`src/rtl/wb_cmd_master_if.sv`:
```
// Command/response handshake plus Wishbone classic master bus, bundled for wb_cmd_master.
// The master modport is the bridge's view; slave is the requester/bus-slave side.
interface wb_cmd_master_if #(
  parameter int AW = 32,
  parameter int DW = 32
);
  localparam int SEL = DW / 8;

  logic           cmd_valid_i;
  logic           cmd_ready_o;
  logic           cmd_we_i;
  logic [AW-1:0]  cmd_adr_i;
  logic [DW-1:0]  cmd_dat_i;
  logic [SEL-1:0] cmd_sel_i;

  logic           rsp_valid_o;
  logic           rsp_ready_i;
  logic [DW-1:0]  rsp_dat_o;
  logic           rsp_err_o;

  logic           wbm_cyc_o;
  logic           wbm_stb_o;
  logic           wbm_we_o;
  logic [AW-1:0]  wbm_adr_o;
  logic [DW-1:0]  wbm_dat_o;
  logic [SEL-1:0] wbm_sel_o;
  logic [DW-1:0]  wbm_dat_i;
  logic           wbm_ack_i;

  modport master (
    input  cmd_valid_i, cmd_we_i, cmd_adr_i, cmd_dat_i, cmd_sel_i,
    input  rsp_ready_i, wbm_dat_i, wbm_ack_i,
    output cmd_ready_o, rsp_valid_o, rsp_dat_o, rsp_err_o,
    output wbm_cyc_o, wbm_stb_o, wbm_we_o, wbm_adr_o, wbm_dat_o, wbm_sel_o
  );

  modport slave (
    output cmd_valid_i, cmd_we_i, cmd_adr_i, cmd_dat_i, cmd_sel_i,
    output rsp_ready_i, wbm_dat_i, wbm_ack_i,
    input  cmd_ready_o, rsp_valid_o, rsp_dat_o, rsp_err_o,
    input  wbm_cyc_o, wbm_stb_o, wbm_we_o, wbm_adr_o, wbm_dat_o, wbm_sel_o
  );
endinterface

```
`src/rtl/wb_cmd_master.sv`:
```
// Single-outstanding command to Wishbone classic bridge with ack timeout.
// One bus cycle per accepted command; response held until consumed.
module wb_cmd_master #(
  parameter int AW      = 32,
  parameter int DW      = 32,
  parameter int TIMEOUT = 64
) (
  input  logic               wb_clk_i,
  input  logic               wb_rst_i,
  wb_cmd_master_if.master    bus
);
  localparam int SEL = DW / 8;
  localparam logic [7:0] LAST_CNT = 8'(TIMEOUT - 1);

  typedef enum logic [1:0] {IDLE, BUS, RESP} state_t;

  state_t         state_reg;
  logic [7:0]     cnt_reg;
  logic           rdy_reg;
  logic           cyc_reg;
  logic           we_reg;
  logic [AW-1:0]  adr_reg;
  logic [DW-1:0]  dat_reg;
  logic [SEL-1:0] sel_reg;
  logic           rsp_valid_reg;
  logic           rsp_err_reg;
  logic [DW-1:0]  rsp_dat_reg;

  always_ff @(posedge wb_clk_i or negedge wb_rst_i) begin
    if (!wb_rst_i) begin
      state_reg     <= IDLE;
      cnt_reg       <= '0;
      rdy_reg       <= 1'b0;
      cyc_reg       <= 1'b0;
      we_reg        <= 1'b0;
      adr_reg       <= '0;
      dat_reg       <= '0;
      sel_reg       <= '0;
      rsp_valid_reg <= 1'b0;
      rsp_err_reg   <= 1'b0;
      rsp_dat_reg   <= '0;
    end else begin
      case (state_reg)
        IDLE: begin
          // Ready rises one edge after entering IDLE, so acceptance waits for it.
          rdy_reg <= 1'b1;
          if (rdy_reg && bus.cmd_valid_i) begin
            rdy_reg   <= 1'b0;
            we_reg    <= bus.cmd_we_i;
            adr_reg   <= bus.cmd_adr_i;
            dat_reg   <= bus.cmd_dat_i;
            sel_reg   <= bus.cmd_sel_i;
            cyc_reg   <= 1'b1;
            cnt_reg   <= '0;
            state_reg <= BUS;
          end
        end
        BUS: begin
          if (bus.wbm_ack_i) begin
            cyc_reg       <= 1'b0;
            rsp_dat_reg   <= we_reg ? '0 : bus.wbm_dat_i;
            rsp_err_reg   <= 1'b0;
            rsp_valid_reg <= 1'b1;
            state_reg     <= RESP;
          end else if (cnt_reg == LAST_CNT) begin
            cyc_reg       <= 1'b0;
            rsp_dat_reg   <= '0;
            rsp_err_reg   <= 1'b1;
            rsp_valid_reg <= 1'b1;
            state_reg     <= RESP;
          end else begin
            cnt_reg <= cnt_reg + 8'd1;
          end
        end
        RESP: begin
          if (bus.rsp_ready_i) begin
            rsp_valid_reg <= 1'b0;
            rsp_err_reg   <= 1'b0;
            rsp_dat_reg   <= '0;
            rdy_reg       <= 1'b1;
            state_reg     <= IDLE;
          end
        end
        default: state_reg <= IDLE;
      endcase
    end
  end

  assign bus.cmd_ready_o = rdy_reg;
  assign bus.wbm_cyc_o   = cyc_reg;
  assign bus.wbm_stb_o   = cyc_reg;
  assign bus.wbm_we_o    = we_reg;
  assign bus.wbm_adr_o   = adr_reg;
  assign bus.wbm_dat_o   = dat_reg;
  assign bus.wbm_sel_o   = sel_reg;
  assign bus.rsp_valid_o = rsp_valid_reg;
  assign bus.rsp_err_o   = rsp_err_reg;
  assign bus.rsp_dat_o   = rsp_dat_reg;
endmodule

```
`src/flat_wrapper.sv`:
```
// flat-port wrapper written by rule: the top's interface ports become plain ports
module wb_cmd_master_flat 
#(
  parameter int AW      = 32,
  parameter int DW      = 32,
  parameter int TIMEOUT = 64
)
  (wb_clk_i, wb_rst_i, bus_cmd_valid_i, bus_cmd_we_i, bus_cmd_adr_i, bus_cmd_dat_i, bus_cmd_sel_i, bus_rsp_ready_i, bus_wbm_dat_i, bus_wbm_ack_i, bus_cmd_ready_o, bus_rsp_valid_o, bus_rsp_dat_o, bus_rsp_err_o, bus_wbm_cyc_o, bus_wbm_stb_o, bus_wbm_we_o, bus_wbm_adr_o, bus_wbm_dat_o, bus_wbm_sel_o);
  wb_cmd_master_if #(.AW(AW), .DW(DW)) bus_i ();
  input  logic wb_clk_i;
  input  logic wb_rst_i;
  input wire logic [$bits(bus_i.cmd_valid_i)-1:0] bus_cmd_valid_i;
  input wire logic [$bits(bus_i.cmd_we_i)-1:0] bus_cmd_we_i;
  input wire logic [$bits(bus_i.cmd_adr_i)-1:0] bus_cmd_adr_i;
  input wire logic [$bits(bus_i.cmd_dat_i)-1:0] bus_cmd_dat_i;
  input wire logic [$bits(bus_i.cmd_sel_i)-1:0] bus_cmd_sel_i;
  input wire logic [$bits(bus_i.rsp_ready_i)-1:0] bus_rsp_ready_i;
  input wire logic [$bits(bus_i.wbm_dat_i)-1:0] bus_wbm_dat_i;
  input wire logic [$bits(bus_i.wbm_ack_i)-1:0] bus_wbm_ack_i;
  output wire logic [$bits(bus_i.cmd_ready_o)-1:0] bus_cmd_ready_o;
  output wire logic [$bits(bus_i.rsp_valid_o)-1:0] bus_rsp_valid_o;
  output wire logic [$bits(bus_i.rsp_dat_o)-1:0] bus_rsp_dat_o;
  output wire logic [$bits(bus_i.rsp_err_o)-1:0] bus_rsp_err_o;
  output wire logic [$bits(bus_i.wbm_cyc_o)-1:0] bus_wbm_cyc_o;
  output wire logic [$bits(bus_i.wbm_stb_o)-1:0] bus_wbm_stb_o;
  output wire logic [$bits(bus_i.wbm_we_o)-1:0] bus_wbm_we_o;
  output wire logic [$bits(bus_i.wbm_adr_o)-1:0] bus_wbm_adr_o;
  output wire logic [$bits(bus_i.wbm_dat_o)-1:0] bus_wbm_dat_o;
  output wire logic [$bits(bus_i.wbm_sel_o)-1:0] bus_wbm_sel_o;
  assign bus_i.cmd_valid_i = bus_cmd_valid_i;
  assign bus_i.cmd_we_i = bus_cmd_we_i;
  assign bus_i.cmd_adr_i = bus_cmd_adr_i;
  assign bus_i.cmd_dat_i = bus_cmd_dat_i;
  assign bus_i.cmd_sel_i = bus_cmd_sel_i;
  assign bus_i.rsp_ready_i = bus_rsp_ready_i;
  assign bus_i.wbm_dat_i = bus_wbm_dat_i;
  assign bus_i.wbm_ack_i = bus_wbm_ack_i;
  assign bus_cmd_ready_o = bus_i.cmd_ready_o;
  assign bus_rsp_valid_o = bus_i.rsp_valid_o;
  assign bus_rsp_dat_o = bus_i.rsp_dat_o;
  assign bus_rsp_err_o = bus_i.rsp_err_o;
  assign bus_wbm_cyc_o = bus_i.wbm_cyc_o;
  assign bus_wbm_stb_o = bus_i.wbm_stb_o;
  assign bus_wbm_we_o = bus_i.wbm_we_o;
  assign bus_wbm_adr_o = bus_i.wbm_adr_o;
  assign bus_wbm_dat_o = bus_i.wbm_dat_o;
  assign bus_wbm_sel_o = bus_i.wbm_sel_o;
  wb_cmd_master #(.AW(AW), .DW(DW), .TIMEOUT(TIMEOUT)) u_core (.wb_clk_i(wb_clk_i), .wb_rst_i(wb_rst_i), .bus(bus_i));
endmodule
```
`config.mk`:
```
export PLATFORM = sky130hd
export DESIGN_NAME = wb_cmd_master_flat
export DESIGN_NICKNAME = d
export VERILOG_FILES = /design/src/rtl/wb_cmd_master_if.sv /design/src/rtl/wb_cmd_master.sv /design/src/flat_wrapper.sv
export SDC_FILE = /design/constraint.sdc
export NUM_CORES = 1
export LEC_CHECK = 0
export CAP_MARGIN = 30
export CORE_MARGIN = 2
export CORE_UTILIZATION = 43
export CTS_BUF_LIST = sky130_fd_sc_hd__clkbuf_2
export DETAILED_ROUTE_END_ITERATION = 10
export PLACE_DENSITY = 0.83
export SETUP_SLACK_MARGIN = 0.02
export SLEW_MARGIN = 20
export SYNTH_ARGS = -nofsm -noshare
export SYNTH_HDL_FRONTEND = slang
export SYNTH_SLANG_ARGS = --single-unit
```
`constraint.sdc`:
```
create_clock -name wb_clk_i -period 1.9 [get_ports wb_clk_i]
set_clock_uncertainty 0.1 [all_clocks]
set_input_delay 0.19 -clock wb_clk_i [delete_from_list [all_inputs] [get_ports wb_clk_i]]
set_output_delay 0.19 -clock wb_clk_i [all_outputs]
set_load 0.05 [all_outputs]
```
==> flow_summary_export.csv <==
group,metric,value,unit
yosys,synthMostInstantiatedCell,"sky130_fd_sc_hd__dfrtp_1",
critical_path,criticalPathCategory,"reg -> reg",
power,powerDensity,2010,nW/µm²
critical_path,r2r_start,"u_core.cnt_reg[1]$_DFFE_PN0P_",
route,vias,3715,
sta,hold_viol_final,0,
finish,finish.net_count,686,
yosys,synthArstFlopShare,100,%
yosys,synth-seq-cells,115,
route,detailedRoute.firstPassIterationCount,5,
sta,final_min_period_over_clock_period,96.9,%
finish,insertedDiodeCount,0,
clock_network,cts_inserted_buffers,17,
yosys,synth.yosys.warnings,0,
critical_path,setup.worst_path.start_class,"flip-flop",
yosys,synth.largest_area_cell,"sky130_fd_sc_hd__dfrtp_1",
power,switchingPower,7.44,mW
yosys,most_instantiated_cells_after_synthesis,"sky130_fd_sc_hd__dfrtp_1 (115), sky130_fd_sc_hd__mux2_2 (71), sky130_fd_sc_hd__a22o_1 (35)",
floorplan,rows,37,
critical_path,r2r-end,"u_core.bus.rsp_dat_o[5]$_DFFE_PN0P_",
sta,layout_setup_ws,0.0581,ns
yosys,synthCells,310,
clock_network,ctsRootBufferMaster,"sky130_fd_sc_hd__clkbuf_2",
critical_path,worst-endpoint-arrival,2.24,ns
min_path,worst_hold_path.num_cells,2,
yosys,post_synth_instance_area,4610,µm²
critical_path,timing.reg2reg.worst_path_depth,6,
sta,drv_slew,0,
placed_design,place.detailed.hpwl,8910,µm
status,outcome,"completed",
min_path,hp-class,"in -> reg",
grt,grt_max_degree,34,
power,clock_power_share,12.1,%
route,first_iter_violations,145,
yosys,synth_sequential_area_ratio,62.5,%
critical_path,critPathMaxFanout,8,
power,switching_share,51.1,%
yosys,synth.lib_cells_used.distinct,43,
grt,grt_antenna_before_repair,0,
clock_network,clock_sinks,115,
grt,global_route.usage.met3,8.17,%
placed_design,port-buffer-count,211,
finish,register_area,2880,µm²
critical_path,critPathCaptureType,"flip-flop",
floorplan,dieArea,11600,µm²
yosys,post_synth.cell_area_avg,14.9,µm²
power,internal_power,7.11,mW
power,fin_total_pwr,14.6,mW
yosys,synthTopCellsByArea,"sky130_fd_sc_hd__dfrtp_1 (62%), sky130_fd_sc_hd__mux2_2 (17%), sky130_fd_sc_hd__a22o_1 (6.7%), sky130_fd_sc_hd__ha_1 (1.4%), sky130_fd_sc_hd__buf_2 (1.2%)",
sta,layout_min_cycle_time,1.84,ns
route,post_drt_wl_per_cell,18.3,µm
sta,max_freq,543,MHz
floorplan,core_area,10400,µm²
clock_network,htree_levels,4,
power,seq_power_share,29.1,%
yosys,synth_largest_type_area_fraction,62.5,%
grt,most_used_layer_global_route,"met2",
placed_design,gp_routability_congestion,0.824,
clock_network,tritoncts,"done",
min_path,timing.hold.worst.start,"bus_wbm_dat_i[20]",
route,finalWirelength,13200,µm
route,via_density,5.14,
grt,grt_use_met1,26.0,%
power,power.ir.vdd_worst,1160,µV
grt,first_global_vias,3912,
clock_network,cts-root-to-sink-buffers,2,
finish,drive_above_1_share,40.5,%
grt,grt_total_usage,22.5,%
route,post-route-drc-count,0,
min_path,timing.hold.worst_endpoint,"u_core.bus.rsp_dat_o[20]$_DFFE_PN0P_",
sta,tightestPinTransition,0.492,ns
sta,normalized_max_slew_margin,67.4,%
floorplan,pin_count,212,
grt,wire_length_of_the_first_global_routing_pass,19800,µm
power,power_frac_comb,58.8,%
finish,postLayoutCoreUtil,69.9,%
floorplan,dieWidth,108,µm
run,max-cap-violations,0,
finish,count_of_filler_cells_inserted_in_the_layout,753,
grt,grt_use_met2,38.9,%
critical_path,worstPathRequired,2.29,ns
placed_design,dp_worst_setup_slack,-0.0585,ns
sta,final_setup_violation_count,0,
clock_network,clkLatencyLatePin,0.63,ns
floorplan,die-height,108,µm
critical_path,reg2reg_setup_slack,0.06,ns
yosys,synth_fp_nets,421,
finish,multi_input_area,1680,µm²
yosys,ys.flop_type,"sky130_fd_sc_hd__dfrtp_1",
clock_network,clk_transition_reported_paths,0.20,ns
sta,setup_repair_after_global_routing_missed_its_margin,"false",
grt,grt_overflow,0,
finish,layout-area-overhead-vs-synth,57.4,%
yosys,synth_enable_flop_cells,0,
power,total_leakage_power,3.34,nW
floorplan,floorplan.initialDensity,44.4,%
route,postRouteAntennaNets,0,
worst max-delay path, cell delays in order (launching register included):
cell and delay [ns]:
sky130_fd_sc_hd__dfrtp_1 0.48, sky130_fd_sc_hd__ha_4 0.18, sky130_fd_sc_hd__nand3_2 0.13, sky130_fd_sc_hd__o21ai_4 0.22, sky130_fd_sc_hd__buf_4 0.19, sky130_fd_sc_hd__nand3_4 0.15, sky130_fd_sc_hd__a22o_1 0.28
how the worst max path moves through the flow:
stage | slack (ns) | cells past startpoint | startpoint | to
finish | 0.06 | 6 | u_core.cnt_reg[1]$_DFFE_PN0P_ | u_core.bus.rsp_dat_o[5]$_DFFE_PN0P_
global route | 0.02 | 6 | u_core.cnt_reg[0]$_DFFE_PN0P_ | u_core.bus.rsp_dat_o[24]$_DFFE_PN0P_
CTS | 0.02 | 1 | u_core.bus.wbm_adr_o[5]$_DFFE_PN0P_ | bus_wbm_adr_o[5]
detailed placement | -0.06 | 5 | u_core.cnt_reg[0]$_DFFE_PN0P_ | u_core.bus.rsp_dat_o[9]$_DFFE_PN0P_
global placement | 0.06 | 5 | u_core.cnt_reg[0]$_DFFE_PN0P_ | u_core.bus.rsp_dat_o[23]$_DFFE_PN0P_
floorplan | 0.14 | 7 | u_core.state_reg[0]$_DFFE_PN0P_ | u_core.bus.rsp_dat_o[10]$_DFFE_PN0P_
final cells by class:
cell class                 count  area share [%]
sequential                   115            39.7
timing repair buffer         262            30.8
multi-input combinational    171            23.2
tap                          136            2.35
clock inverter                12            2.26
clock buffer                  19            1.31
inverter                       8           0.414
through the flow:
step	hold WS (ns)	setup TNS [ns]	instances	instance area, µm²
after floorplan	-0.206	0	310	4610
after global placement	0.0848	0	656	6990
after detailed placement	0.0932	-1.45	656	6990
after CTS	0.00343	0	700	7340
after global routing	-0.00659	0	723	7250
final	0.0676	0	723	7250
cell usage in the layout (no fill, tap or decap), drive strengths merged, types with 2 or more instances in the layout:
master / n
a21o: 2
clkdlybuf4s15: 20
clkbuf: 104
a22o: 35
mux2: 71
nor2: 2
dlygate4sd3: 27
a31oi: 2
mux2i: 2
clkdlybuf4s50: 104
ha: 5
o41ai: 2
o211ai: 2
clkinv: 5
nor2b: 2
nand3: 10
dfrtp: 115
nand2: 8
o21ai: 5
inv: 8
clkinvlp: 3
nand4b: 3
buf: 26
bufinv: 4
cell families after synthesis:
kind of cell	count (synthesis)	synth area share (%)
flip-flops	115	62.5
buffers and inverters	26	2.99
adder cells (fa/ha/maj)	5	1.36
AO/OA/AOI/OAI	58	10.6
multiplexers	73	17.8
AND/OR/NAND/NOR	33	4.78
timing repair:
item / in CTS / in global routing
resized for setup: 171 / 148
pin swaps: 0 / 1
buffers inserted: 4 / 2
gates cloned: 2 / 0
hold endpoints to repair: 119 / 21
hold buffers: 7 / 21
setup endpoints to repair: 140 / 126
per-layer routing:
layer | share of wire (%) | vias up | wire [µm]
li1 | - | 1682 | -
met1 | 38 | 1840 | 5060
met2 | 51 | 177 | 6810
met3 | 9.0 | 16 | 1190
met4 | 1.3 | 0 | 174
met5 | 0 | - | 0
power groups by stage:
| stage | clock network (mW) | registers, mW | logic, mW |
|---|---|---|---|
| after floorplan | 0 | 8.01 | 2.26 |
| after global placement | 0 | 4.21 | 9.01 |
| after detailed placement | 0 | 4.27 | 9.17 |
| after CTS | 1.80 | 4.17 | 8.78 |
| after global routing | 1.92 | 4.36 | 8.96 |
| final | 1.76 | 4.24 | 8.56 |
(Power assumes the default switching activity.)
